==> config.mk <==
export PLATFORM = sky130hd
export DESIGN_NAME = count_bcd_display
export DESIGN_NICKNAME = d
export VERILOG_FILES = /design/src/rtl/count_bcd_display.sv
export SDC_FILE = /design/constraint.sdc
export NUM_CORES = 1
export LEC_CHECK = 0
export CORE_MARGIN = 4
export CORE_UTILIZATION = 45
export CTS_CLUSTER_DIAMETER = 80
export CTS_CLUSTER_SIZE = 25
export DETAILED_ROUTE_END_ITERATION = 8
export DONT_BUFFER_PORTS = 1
export SLEW_MARGIN = 40
export SYNTH_ARGS = -nofsm -noshare
export SYNTH_HDL_FRONTEND = slang
export SYNTH_SLANG_ARGS = --single-unit
==> constraint.sdc <==
create_clock -name clk -period 5.1 [get_ports clk]
set_input_delay 1.53 -clock clk [delete_from_list [all_inputs] [get_ports clk]]
set_output_delay 1.53 -clock clk [all_outputs]
set_load 0.05 [all_outputs]
==> src/rtl/count_bcd_display.sv <==
// Serial double-dabble converter that turns a binary counter value into two
// BCD digits and registered 7-segment patterns under a start/busy/done handshake.
module count_bcd_display #(
    parameter int WIDTH    = 6,
    parameter bit AUTO     = 1'b1,
    parameter bit BLANK_LZ = 1'b1
) (
    input  logic             clk,
    input  logic             CLR,
    input  logic [WIDTH-1:0] Q_in,
    input  logic             load,
    output logic             busy,
    output logic             done,
    output logic [3:0]       tens,
    output logic [3:0]       units,
    output logic [6:0]       seg_tens,
    output logic [6:0]       seg_units
);

    localparam int CW = $clog2(WIDTH + 1);

    localparam logic [6:0] SEG_ZERO  = 7'b0111111;
    localparam logic [6:0] SEG_BLANK = 7'b0000000;
    localparam logic [6:0] SEG_TENS_RESET = BLANK_LZ ? SEG_BLANK : SEG_ZERO;

    typedef enum logic [1:0] {
        IDLE  = 2'd0,
        SHIFT = 2'd1,
        DONE  = 2'd2
    } state_t;

    state_t           state_reg;
    logic [WIDTH-1:0] shift_reg;
    logic [WIDTH-1:0] last_reg;
    logic [7:0]       bcd_reg;
    logic [CW-1:0]    cnt_reg;

    logic [7:0]       bcd_adj;
    logic             start;

    // Add-3 correction on each BCD nibble ahead of the shift.
    genvar gi;
    generate
        for (gi = 0; gi < 2; gi++) begin : g_adj
            assign bcd_adj[gi*4 +: 4] = (bcd_reg[gi*4 +: 4] >= 4'd5)
                                      ? bcd_reg[gi*4 +: 4] + 4'd3
                                      : bcd_reg[gi*4 +: 4];
        end
    endgenerate

    assign start = load | (AUTO & (Q_in != last_reg));

    function automatic logic [6:0] seg7(input logic [3:0] digit);
        logic [6:0] pattern;
        case (digit)
            4'd0:    pattern = 7'b0111111;
            4'd1:    pattern = 7'b0000110;
            4'd2:    pattern = 7'b1011011;
            4'd3:    pattern = 7'b1001111;
            4'd4:    pattern = 7'b1100110;
            4'd5:    pattern = 7'b1101101;
            4'd6:    pattern = 7'b1111101;
            4'd7:    pattern = 7'b0000111;
            4'd8:    pattern = 7'b1111111;
            4'd9:    pattern = 7'b1101111;
            default: pattern = 7'b0000000;
        endcase
        return pattern;
    endfunction

    always_ff @(posedge clk) begin
        if (!CLR) begin
            state_reg <= IDLE;
            busy      <= 1'b0;
            done      <= 1'b0;
            tens      <= 4'd0;
            units     <= 4'd0;
            seg_tens  <= SEG_TENS_RESET;
            seg_units <= SEG_ZERO;
            last_reg  <= '0;
            shift_reg <= '0;
            bcd_reg   <= 8'd0;
            cnt_reg   <= '0;
        end else begin
            done <= 1'b0;
            case (state_reg)
                IDLE: begin
                    if (start) begin
                        shift_reg <= Q_in;
                        last_reg  <= Q_in;
                        bcd_reg   <= 8'd0;
                        cnt_reg   <= CW'(WIDTH);
                        busy      <= 1'b1;
                        state_reg <= SHIFT;
                    end
                end
                SHIFT: begin
                    {bcd_reg, shift_reg} <= {bcd_adj, shift_reg} << 1;
                    cnt_reg <= cnt_reg - 1'b1;
                    if (cnt_reg == CW'(1)) begin
                        state_reg <= DONE;
                    end
                end
                DONE: begin
                    // All four display outputs change together on this edge only.
                    tens      <= bcd_reg[7:4];
                    units     <= bcd_reg[3:0];
                    seg_units <= seg7(bcd_reg[3:0]);
                    seg_tens  <= (BLANK_LZ && (bcd_reg[7:4] == 4'd0))
                               ? SEG_BLANK : seg7(bcd_reg[7:4]);
                    done      <= 1'b1;
                    busy      <= 1'b0;
                    state_reg <= IDLE;
                end
                default: begin
                    busy      <= 1'b0;
                    state_reg <= IDLE;
                end
            endcase
        end
    end

endmodule

Word level (Yosys, flattened, before mapping)
Memory sizes are Yosys's and may differ from the RTL's. A register that Yosys moved wholly into a read port is not among the register bits.
Cells that the tools add are included.
W data, S select, Z words.

cells by class
  add/sub/neg operators = 3
  $lt $le $gt $ge = 2
  equality and inequality tests = 6
  muxes and demuxes = 17
  bitwise logic cells = 2
  reductions and logical operators = 8

operator list
  kind                   count
  $pmux W8 S2            1
  $mux W4                3
  $pmux W6 S2            1
  $ge A4 B3 Y1 const B   2
  $mux W8                1
  $reduce_and A2 Y1      4
  $mux W7                1
  $mux W3                2
  $mux W6                1
  $ne A6 B6 Y1           1
  $pmux W3 S2            1
  $add A4 B2 Y4 const B  1
  $logic_not A4 Y1       1
  $mux W2                2
  $ne A2 B2 Y1 const B   2
  $pmux W2 S2            1
  $add A3 B2 Y3 const B  1
  $eq A3 B1 Y1 const B   1
  $sub A3 B1 Y3 const B  1
  $eq A2 B1 Y1 const B   1
  $eq A2 B2 Y1 const B   1
  $logic_not A2 Y1       1
  $mux W1                2
  $pmux W1 S2            1
  4 further kinds        4

word-level totals
  bits in registers = 42
  ROM bits = 224
  bits of input ports = 9
  output and inout bits = 24
  word-level logic and storage cells = 50
  memories = 2

memory list
  memory           words  bits a word  read ports  clocked after memory_dff  write ports  line  text
  (no name shown)  16     7            1           1                         0            55    case (digit)
  (no name shown)  16     7            1           1                         0            55

Longest topological paths before layout
Gate-level depths: netlist (run 1).

  depth after elaboration = 6
  mapped depth = 13
  gate-level depth less buffers = 12

Worst setup path before layout (run 1)
OpenSTA, ideal clock, no wires.

  kind = input-to-reg
  start = in Q_in[0]
  end = reg with a tool-made name
  setup time = 0.140 ns
  arrival time = 3.167 ns
  setup slack = 1.793 ns
  stages = 9
  cell sequence = xnor2_1 > nand4_1 > o41ai_4 > a32oi_1 > inv_1 > ha_1 > nor3_1 > a22oi_1 > o32ai_1

RTL lines
  what         line  text
  from (decl)  10    input logic [WIDTH-1:0] Q_in,

==> impl_metrics.ini, run 1 <==
[sta]
setup_tns_ns = 0
tightestPinTransition_ns = 0.7118
rsz0062_at_grt = no
slew_viol_final = 0
hold_viol = 0
period_needed_ns = 3.318
fmax_ghz = 0.3014
clock_skew_ns = 0.005817
setup_violations = 0
post-route-period-util_pct = 65.06
maxSlewHeadroom_pct = 52.54

[worst_setup_path]
ff2ff_setup_slack_ns = 2.23
critPathLaunch = Q_in[5]
required_ns = 5.26
r2r_start = bcd_reg[4]
worstPathCellList = xnor2_1, nand4_1, o41ai_4, a32oi_1, inv_1, ha_1, nor3_1, a22oi_1, o32ai_1
crit_slowest_cell = o41ai_4
slowest_delay_ns = 0.49
crit_fanout = 7
cp-end-kind = register
start_kind = primary input
critPathArrivalTime_ns = 3.48
ff2ff_path_depth = 11
critPathKind = primary input to register

[logic_synthesis]
ys_types = 42
yosysSeqAreaShare_pct = 43.18
synth_area_sq_um = 2596
syn_inst = 300
synthArstFlopShare_pct = 0
yosys_warnings = 0
synth_area_leaders = dfxtp_1 (43%), ha_1 (7.7%), nor2_1 (6.4%)
synth_top_cell_area_share_pct = 43.18
synth_ff_type = dfxtp_1
synth_seq_cells = 56
synth.avg_cell_area_sq_um = 8.654
synth-edff-count = 0
yosysTopAreaCell = dfxtp_1
synth_nets = 325

[route]
ant_nets = 0
drtPass1Iterations = 7
vias_per_cell = 5.451
wl_per_cell_microns = 15.45
wl_microns = 5622
drc = 0
drt_iter0_markers = 123
vias = 1984

[placement]
gp_congestion = 0.8145
place_area_sq_um = 2649
dp_cells = 357
place_hpwl_microns = 3822
place.port_buffers = 0

[clocking]
insertion_delay_ns = 0.30
clockBufferDepth = 2
cts_buffers = 5
htreeDepth = 2
cts_root_buf = clkbuf_8
clkTransAtPathRegs_ns = 0.09
cts_sinks = 56
postCtsSetupBuffers = 0
holdBufCountCts = 0
cts_tree = done
post_cts_resized = 0

[floorplanning]
row_count = 27
boundaryPins = 33
initial_utilization_pct = 46.86
die_w_microns = 83.96
dieArea_sq_um = 7048
die_h_microns = 83.96
core_sq_um = 5540

[grt]
grt_start_max_net_pins = 29
grt-ovfl-total = 0
grt_pass1_wl_microns = 9315
grt_antenna_before_repair = 0
grt_usage_pct = 16.22
grt_pass1_vias = 1842

[final_layout]
synthToLayoutAreaGrowth_pct = 5.639
finish.utilization_pct = 49.50
layout-drive-gt1-share_pct = 6.507
diodes = 0
fin_nets = 317
nFillCells = 555
finalNonFillerCells = 364
fin_area_sq_um = 2743

[pwr]
power.leakage_uw = 0.001040
powerDensity_nw_per_um2 = 280.6
max-vdd-ir-drop_v = 0.0001481

[min_path]
hold_path.class = register to register

[status]
status = completed

[job]
drv_cap = 0
cells in the mapped netlist (all sizes together) (2+ instances only):
library cell,count
o21ai,13
a221oi,2
a222oi,5
nor3,6
a22oi,12
nand3,4
ha,16
nor2b,2
buf,6
nand2b,5
nand2,29
a32oi,2
mux2i,6
a211oi,8
a21oi,23
dfxtp,56
xnor2,9
clkbuf,14
o311ai,3
a211o,2
nor2,44
inv,17
critical path, delay by kind of cell:
family	cells	cell delay (ns)
XOR/XNOR	1	0.13
AND/OR/NAND/NOR	2	0.31
AO/OA/AOI/OAI	4	1.12
buffers and inverters	1	0.21
adder cells (fa/ha/maj)	1	0.17
layout make-up:
| class | instances | area, sq um | share of cell area (%) |
|---|---|---|---|
| Sequential cell | 56 | 1121 | 40.88 |
| Timing Repair Buffer | 5 | 37.54 | 1.369 |
| Inverter | 17 | 63.81 | 2.327 |
| Clock buffer | 6 | 82.58 | 3.011 |
| Tap cell | 72 | 90.09 | 3.285 |
| Multi-Input combinational cell | 207 | 1339 | 48.81 |
| Clock inverter | 1 | 8.758 | 0.3193 |
power breakdown:
group | total [uW] | switching [uW] | internal, uW
Combinational | 59.2 | 34.3 | 25.0
Clock | 245 | 137 | 109
Sequential | 465 | 15.6 | 449
Total | 769 | 187 | 583
per-stage QoR:
step	power [uW]	setup WS [ns]	hold WS [ns]
final	769.5	1.782	0.4752
after global routing	808.5	1.579	0.5136
after CTS	780.8	1.813	0.4815
after detailed placement	534.0	1.493	0.4567
after global placement	532.1	1.513	0.4506
after floorplan	521.8	1.793	0.4425
cell families after synthesis:
| group | synth area share, % |
|---|---|
| buffers and inverters | 5.590 |
| and+or+nand+nor | 15.86 |
| DFF | 43.18 |
| muxes | 2.747 |
| xor gates and xnor gates | 3.036 |
| adders and majority gates | 7.711 |
| AOI/OAI and AO/OA | 21.88 |
routing by layer:
layer / vias up / global-route usage [%] / routed length [microns]
met1: 917 / 21.29 / 2690
li1: 1023 / - / -
met2: 38 / 25.96 / 2601
met4: 0 / 4.825 / 70
met5: - / 0 / 0
met3: 6 / 4.442 / 260
placed cells by master, fill, tap and decap left out, types with 8 or more instances in the layout:
cell / netlist / final
dfxtp_1: 56 / 56
a211oi_1: 8 / 8
a21oi_1: 23 / 23
ha_1: 16 / 16
a22oi_1: 12 / 12
nor2_1: 44 / 43
nand2_1: 29 / 29
xnor2_1: 9 / 9
inv_1: 17 / 17
o21ai_0: 12 / 12
how the worst min path moves through the flow:
stage	slack (ns)	to	cells after the start
2_1_floorplan	0.44	seg_tens[0]	2
3_3_place_gp	0.45	seg_tens[6]	2
3_5_place_dp	0.46	seg_tens[0]	2
4_1_cts	0.48	seg_tens[6]	2
5_1_grt	0.51	seg_tens[1]	2
6_report	0.48	seg_tens[6]	2
No activity file was read; power rests on OpenSTA's default activity.
==> inputs of run 2 (changes only) <==
==> constraint.sdc (replaced) <==
create_clock -name clk -period 3.1 [get_ports clk]
set_input_delay 0.93 -clock clk [delete_from_list [all_inputs] [get_ports clk]]
set_output_delay 0.93 -clock clk [all_outputs]
set_load 0.05 [all_outputs]
==> impl_metrics.ini, run 2 (synthesis gave the netlist of run 1 again) <==
[status]
status = completed

[pwr]
seqPwrFrac_pct = 60.8
max-vdd-ir-drop_v = 0.0002669
powerDensity_nw_per_um2 = 456.9
power.leakage_uw = 0.001045
intPower_uw = 943.4
switching_share_pct = 25.05
p_comb_share_pct = 8.0
clkPwrFrac_pct = 31.3
net-switching-power_uw = 315.3

[clocking]
htreeDepth = 2
cts_tree = done
cts_sinks = 56
post_cts_resized = 0
postCtsSetupBuffers = 0
cts_root_buf = clkbuf_8
insertion_delay_ns = 0.31
clkTransAtPathRegs_ns = 0.10
clockBufferDepth = 2
cts_buffers = 5
holdBufCountCts = 0

[grt]
grt_pass1_wl_microns = 9225
grt_antenna_before_repair = 0
grt_pass1_vias = 1938
grt-ovfl-total = 0
grt_usage_pct = 15.68
grt_start_max_net_pins = 25

[floorplanning]
initial_utilization_pct = 46.86
row_count = 27
core_sq_um = 5540
die_w_microns = 83.96
dieArea_sq_um = 7048
boundaryPins = 33
die_h_microns = 83.96

[worst_setup_path]
critPathKind = register to register
start_kind = register
ff2ff_setup_slack_ns = 0.35
ff2ff_path_depth = 11
r2r_start = bcd_reg[4]
critPathArrivalTime_ns = 2.96
required_ns = 3.31
cp-end-kind = register
crit_fanout = 7

[sta]
maxSlewHeadroom_pct = 55.69
tightestPinTransition_ns = 0.6625
setup_violations = 0
hold_viol = 0
fmax_ghz = 0.3640
slew_viol_final = 0
clock_skew_ns = 0.009035
rsz0062_at_grt = no
setup_tns_ns = 0
post-route-period-util_pct = 88.62
period_needed_ns = 2.747
whs_ns = 0.4790

[route]
wl_per_cell_microns = 15.16
drc = 0
wl_microns = 5564
drtPass1Iterations = 5
vias = 2052
drt_iter0_markers = 157
ant_nets = 0
vias_per_cell = 5.591

[placement]
place_hpwl_microns = 3933
dp_cells = 359
place.port_buffers = 0
gp_congestion = 0.7966

[min_path]
worstHoldEndpoint = seg_tens[1]
whs_path_depth = 2
hold_path.class = register to register

[final_layout]
final_common_cell = dfxtp_1
nFillCells = 535
layout-drive-gt1-share_pct = 7.119
fin_nets = 319
finalNonFillerCells = 367
diodes = 0
synthToLayoutAreaGrowth_pct = 6.120
final_cell_mix = dfxtp_1 (56), nor2_1 (43), nand2_1 (29), a21oi_1 (23), inv_1 (17)

[job]
drv_cap = 0
run 2: cell count changes in the layout (fill, tap and decap cells not counted):
cell / previous run / this run
buf_4: 5 / 7
clkbuf_8: 6 / 5
clkbuf_1: 0 / 1
clkinvlp_4: 0 / 1
run 2: cell type report:
| class | instances | area (sq um) | share of cell area, % |
|---|---|---|---|
| timing repair buffer | 7 | 52.55 | 1.907 |
| tap | 72 | 90.09 | 3.270 |
| clock inverter | 2 | 16.27 | 0.5904 |
| multi-input combinational | 207 | 1339 | 48.59 |
| sequential | 56 | 1121 | 40.69 |
| inverter | 17 | 63.81 | 2.316 |
| clock buffer | 6 | 72.57 | 2.634 |
run 2: routing by layer:
layer	global-route usage, %	vias to the layer above	wire length [microns]
met5	0	-	0
met4	4.386	0	84
met3	4.047	11	330
met2	25.60	54	2634
met1	20.44	958	2514
li1	-	1029	-
run 2: worst max-delay path by stage:
stage	from	end	slack, ns	cells after the start
6_report	bcd_reg[4]	register	0.35	11
5_1_grt	bcd_reg[4]	register	0.05	11
4_1_cts	bcd_reg[4]	register	0.35	11
3_5_place_dp	Q_in[2]	register	0.17	9
3_3_place_gp	Q_in[0]	register	0.29	9
2_1_floorplan	Q_in[0]	register	0.39	9
run 2: stage by stage:
stage	utilization [%]	cell area, sq um	power [uW]	setup slack [ns]
3_5_place_dp	48.08	2664	882.2	0.1662
6_report	49.73	2755	1259	0.3528
3_3_place_gp	47.97	2658	877.2	0.2892
4_1_cts	49.68	2753	1271	0.3536
2_1_floorplan	-	2596	858.4	0.3933
5_1_grt	49.73	2755	1312	0.04766
run 2: power groups by stage:
stage | sequential (uW) | clock [uW] | combinational [uW]
final | 765 | 394 | 100
after global placement | 781 | 0 | 96.6
after floorplan | 774 | 0 | 84.6
after detailed placement | 781 | 0 | 101
after global routing | 768 | 431 | 114
after CTS | 765 | 405 | 101
run 2: worst max-delay path: stages (launching register included):
cell and delay, ns:
dfxtp_1 0.39, inv_1 0.13, ha_1 0.23, nand2b_1 0.07
a21oi_1 0.35, xnor2_1 0.11, a32oi_1 0.53, inv_1 0.18
ha_1 0.22, nor3_1 0.17, a22oi_1 0.11, o32ai_1 0.14
